File: config.mk
export PLATFORM = sky130hd
export DESIGN_NAME = cron_bcd
export DESIGN_NICKNAME = d
export VERILOG_FILES = /design/src/rtl/cron_bcd.sv
export SDC_FILE = /design/constraint.sdc
export NUM_CORES = 1
export LEC_CHECK = 0
export CAP_MARGIN = 20
export CORE_AREA = 2 2 67 69
export CTS_CLUSTER_DIAMETER = 40
export DETAILED_ROUTE_END_ITERATION = 6
export DIE_AREA = 0 0 69 71
export PLACE_DENSITY = 0.8
export SYNTH_ARGS = -nofsm -noshare
export SYNTH_HDL_FRONTEND = slang
export SYNTH_SLANG_ARGS = --single-unit
File: constraint.sdc
create_clock -name clk -period 4.39 [get_ports clk]
set_input_delay 0.6585 -clock clk [delete_from_list [all_inputs] [get_ports clk]]
set_output_delay 0.6585 -clock clk [all_outputs]
set_load 0.005 [all_outputs]
File: src/rtl/cron_bcd.sv
// ============================================================================
// cron_bcd : multi-digit BCD stopwatch with prescaler, lap hold, wrap/saturate
// Rev 1.0  : initial release
// ============================================================================
`default_nettype none

module cron_bcd #(
   parameter int DIGITS   = 4,
   parameter int TICK_DIV = 10,
   parameter bit WRAP     = 1'b1
) (
   input  logic                  clk,
   input  logic                  rst,
   input  logic                  ctrl,
   input  logic                  clr,
   input  logic                  lap,
   output logic                  running,
   output logic [4*DIGITS-1:0]   disp,
   output logic                  ovf
);

   localparam int             PW         = (TICK_DIV > 1) ? $clog2(TICK_DIV) : 1;
   localparam logic [PW-1:0]  PRESC_LAST = PW'(TICK_DIV - 1);

   logic [4*DIGITS-1:0] count;
   logic [4*DIGITS-1:0] lap_reg;
   logic [4*DIGITS-1:0] count_inc;
   logic                lap_hold;
   logic [PW-1:0]       presc;
   logic                ctrl_q;
   logic                lap_q;

   logic [DIGITS:0]     carry;
   logic                all9;
   logic                press;
   logic                lpress;
   logic                tick;
   logic                press_blocked;

   // Ripple carry through the digits; carry out of the top digit means all-9s.
   assign carry[0] = 1'b1;

   generate
      for (genvar k = 0; k < DIGITS; k++) begin : g_digit
         logic [3:0] d;
         logic       nine;
         assign d    = count[4*k +: 4];
         assign nine = (d == 4'd9);
         assign count_inc[4*k +: 4] = !carry[k] ? d : (nine ? 4'd0 : d + 4'd1);
         assign carry[k+1] = carry[k] & nine;
      end
   endgenerate

   assign all9          = carry[DIGITS];
   assign press         = ctrl & ~ctrl_q;
   assign lpress        = lap & ~lap_q;
   assign tick          = running & (presc == PRESC_LAST);
   // A saturated counter refuses to restart until it has been cleared.
   assign press_blocked = !WRAP && all9 && !clr;

   always_ff @(posedge clk) begin
      if (rst) begin
         running  <= 1'b0;
         count    <= '0;
         lap_reg  <= '0;
         lap_hold <= 1'b0;
         presc    <= '0;
         ctrl_q   <= 1'b0;
         lap_q    <= 1'b0;
         ovf      <= 1'b0;
      end else begin
         ctrl_q <= ctrl;
         lap_q  <= lap;
         ovf    <= 1'b0;

         if (clr) begin
            count    <= '0;
            presc    <= '0;
            lap_hold <= 1'b0;
         end else begin
            if (running)
               presc <= (presc == PRESC_LAST) ? '0 : presc + PW'(1);

            if (tick) begin
               if (!all9) begin
                  count <= count_inc;
               end else begin
                  ovf <= 1'b1;
                  if (WRAP)
                     count <= '0;
                  else
                     running <= 1'b0;
               end
            end

            if (lpress) begin
               if (!lap_hold) begin
                  lap_reg  <= count;
                  lap_hold <= 1'b1;
               end else begin
                  lap_hold <= 1'b0;
               end
            end
         end

         if (press && !press_blocked)
            running <= ~running;
      end
   end

   assign disp = lap_hold ? lap_reg : count;

endmodule

`default_nettype wire

==> results.py <==
metrics = {
    "route": {
        "ant_nets": 0,
        "detail_route.vias_per_cell": 5.47,
        "wl_um": 4100,
        "vias": 1593,
        "drt_iter0_markers": 109,
        "drc_errors": 0,
        "wl_per_cell_um": 14.1,
        "drt_pre_antenna_iters": 4,
    },
    "timing": {
        "setup_viol": 0,
        "max_freq_ghz": 0.366,
        "rsz0062_at_grt": "false",
        "clock_skew_ps": 6.23,
        "slew_headroom_pct": 34.0,
        "slew_viol_final": 0,
        "period_needed_ps": 2730,
        "layout_setup_ws_ps": 1660,
        "worst-slew-pin-transition_ps": 981,
        "finalHoldViolCount": 0,
        "fin_tns_setup_ps": 0,
        "finalCritPeriodShare_pct": 62.3,
    },
    "floorplanning": {
        "core_um2": 4200,
        "die_y_um": 71,
        "die_x_um": 69,
        "io_pins": 23,
        "rows": 24,
        "dieArea_um2": 4900,
        "initial_core_util_pct": 47.4,
    },
    "finish": {
        "n_antenna_cell": 0,
        "syn_to_final_growth_pct": 17.9,
        "drive_gt1_share_pct": 11.3,
        "final_area_um2": 2350,
        "layoutNonFillerInstCount": 291,
        "fillers": 381,
        "nets": 251,
    },
    "clock_tree": {
        "clk_path_buf_depth": 2,
        "cts_buffers": 5,
        "cts_tree": "yes",
        "root_buffer": "clkbuf_8",
        "post_cts.repair.setup_buffers": 0,
        "clock_latency_ps": 290,
        "ctsHoldBuffers": 0,
        "ctsResizeCount": 0,
        "htreeDepth": 2,
        "clk_pin_slew_ps": 80,
        "cts_sinks": 41,
    },
    "critical_path": {
        "slowest_delay_ps": 910,
        "crit_start": "lap_hold",
        "path_class": "flip-flop to primary output",
        "cp.arrival_ps": 2070,
        "cp.required_ps": 3730,
        "cp_cell_sequence": "mux2_2 -> clkdlybuf4s50_1",
        "critPathMaxFanout": 23,
        "cp_top_family": "flip-flops",
        "r2r-start": "count[4]",
        "end_kind": "primary output",
        "worstSetupStartpointType": "flip-flop",
        "path_buf_inv": 1,
        "cp_slowest_cell": "dfxtp_1",
    },
    "placed_design": {
        "place_congestion": 0.770,
        "dp_cells": 282,
        "dpl.hpwl_um": 2620,
        "port-buffer-count": 22,
        "placed_area_um2": 2230,
        "dp_slack_ps": 1650,
    },
    "synthesis": {
        "syn_nets": 231,
        "ys_warn_count": 0,
        "synth-seq-cells": 41,
        "synth.area.top_cells": "dfxtp_1 41%, mux2i_1 9.0%, nor2_1 6.0%",
        "synth.most_common_cell": "dfxtp_1",
        "avgSynthCellArea_um2": 9.14,
        "yosysSeqAreaShare_pct": 41.2,
        "ys_types": 39,
        "synthTopCellsByCount": "41 x dfxtp_1, 32 x nor2_1, 18 x mux2i_1",
        "netlist_instances": 218,
        "synth_edf_count": 0,
        "synth_ff_type": "dfxtp_1",
        "yosys.area.top_type": "dfxtp_1",
        "synthArstFlopShare_pct": 0,
        "netlist_area_um2": 1990,
        "synth_top_area_share_pct": 41.2,
    },
    "global_route": {
        "antenna_found_initial": 0,
        "grt_pass1_vias": 1522,
        "grt-ovfl-total": 0,
        "track_usage_pct": 17.6,
        "grt_max_degree": 24,
        "grt_pass1_wl_um": 6920,
    },
    "power_and_ir_drop": {
        "total_power_uw": 682,
        "leakagePower_uw": 0.000867,
        "p_per_area_nw_per_um2": 290,
        "ir_worst_vdd_v": 0.000208,
    },
    "status": {
        "status": "finished, final reports clean",
    },
    "hold_path": {
        "min_from": "lap_reg[15]",
        "min_path_type": "flip-flop to flip-flop",
    },
    "run": {
        "max-cap-violations": 0,
    },
}
## metal layers
| metal | track usage [%] | wire [um] | share of wire, % | vias to the layer above |
|---|---|---|---|---|
| met4 | 9.59 | 90 | 2.2 | 0 |
| met2 | 27.7 | 1880 | 46 | 32 |
| met5 | 0 | 0 | 0 | - |
| met3 | 3.70 | 168 | 4.1 | 11 |
| li1 | - | - | - | 794 |
| met1 | 22.6 | 1960 | 48 | 756 |
## logic make-up after synthesis
family,after synthesis,synth area share (%)
adder cells (fa/ha/maj),8,5.02
AO/OA/AOI/OAI,31,8.98
buffers and inverters,17,3.70
XOR/XNOR,6,2.64
multiplexers,28,14.7
flip-flops,41,41.2
AND/OR/NAND/NOR,87,23.8
## report_power, final
group / leakage [uW] / switching [uW] / internal (uW) / total (uW)
clock network: 0.0000542 / 128 / 142 / 270
logic: 0.000482 / 15.1 / 15.1 / 30.1
registers: 0.000331 / 7.71 / 375 / 382
## metrics by stage
step,utilization [%],hold WS [ps]
global placement,53.1,466
floorplan,-,454
CTS,55.5,497
finish,55.9,493
detailed placement,53.1,479
global route,55.9,521
## worst reg2reg max path, stage by stage, from the launching register on
cell      delay [ps]
dfxtp_1          440
ha_1             240
nand3b_1         210
or4_1            730
or4_1            520
a21oi_1          140
## worst paths after layout
check,end,slack (ps),depth (start not counted)
min,lap_reg[15],490,2
max reg2reg,count[14],2040,5
max,disp[12],1660,2
min reg2reg,lap_reg[15],490,2
## area by class of cell
cell class	count	area (um^2)	area share, %
inverter	7	26.3	1.12
multi-input combinational	160	1100	46.9
timing repair buffer	23	235	10.0
clock buffer	7	96.3	4.10
clock inverter	1	5.00	0.213
tap	52	65.1	2.77
sequential	41	821	34.9
## placed cells by master (no fill, tap or decap), types with 2 or more instances in the layout
cell type         n
a211oi_1          2
a21o_1            2
a21oi_1          10
and4_1            2
clkbuf_8          7
clkdlybuf4s50_1  22
dfxtp_1          41
ha_1              8
inv_1             7
mux2_2           10
mux2i_1          18
nand2_1          14
nand3_1           6
nand3b_1          3
nor2_1           32
nor2b_1           9
nor3_1            3
o21ai_0          13
or3_1             3
or4_1             2
xnor2_1           5
(Power assumes the default switching activity.)
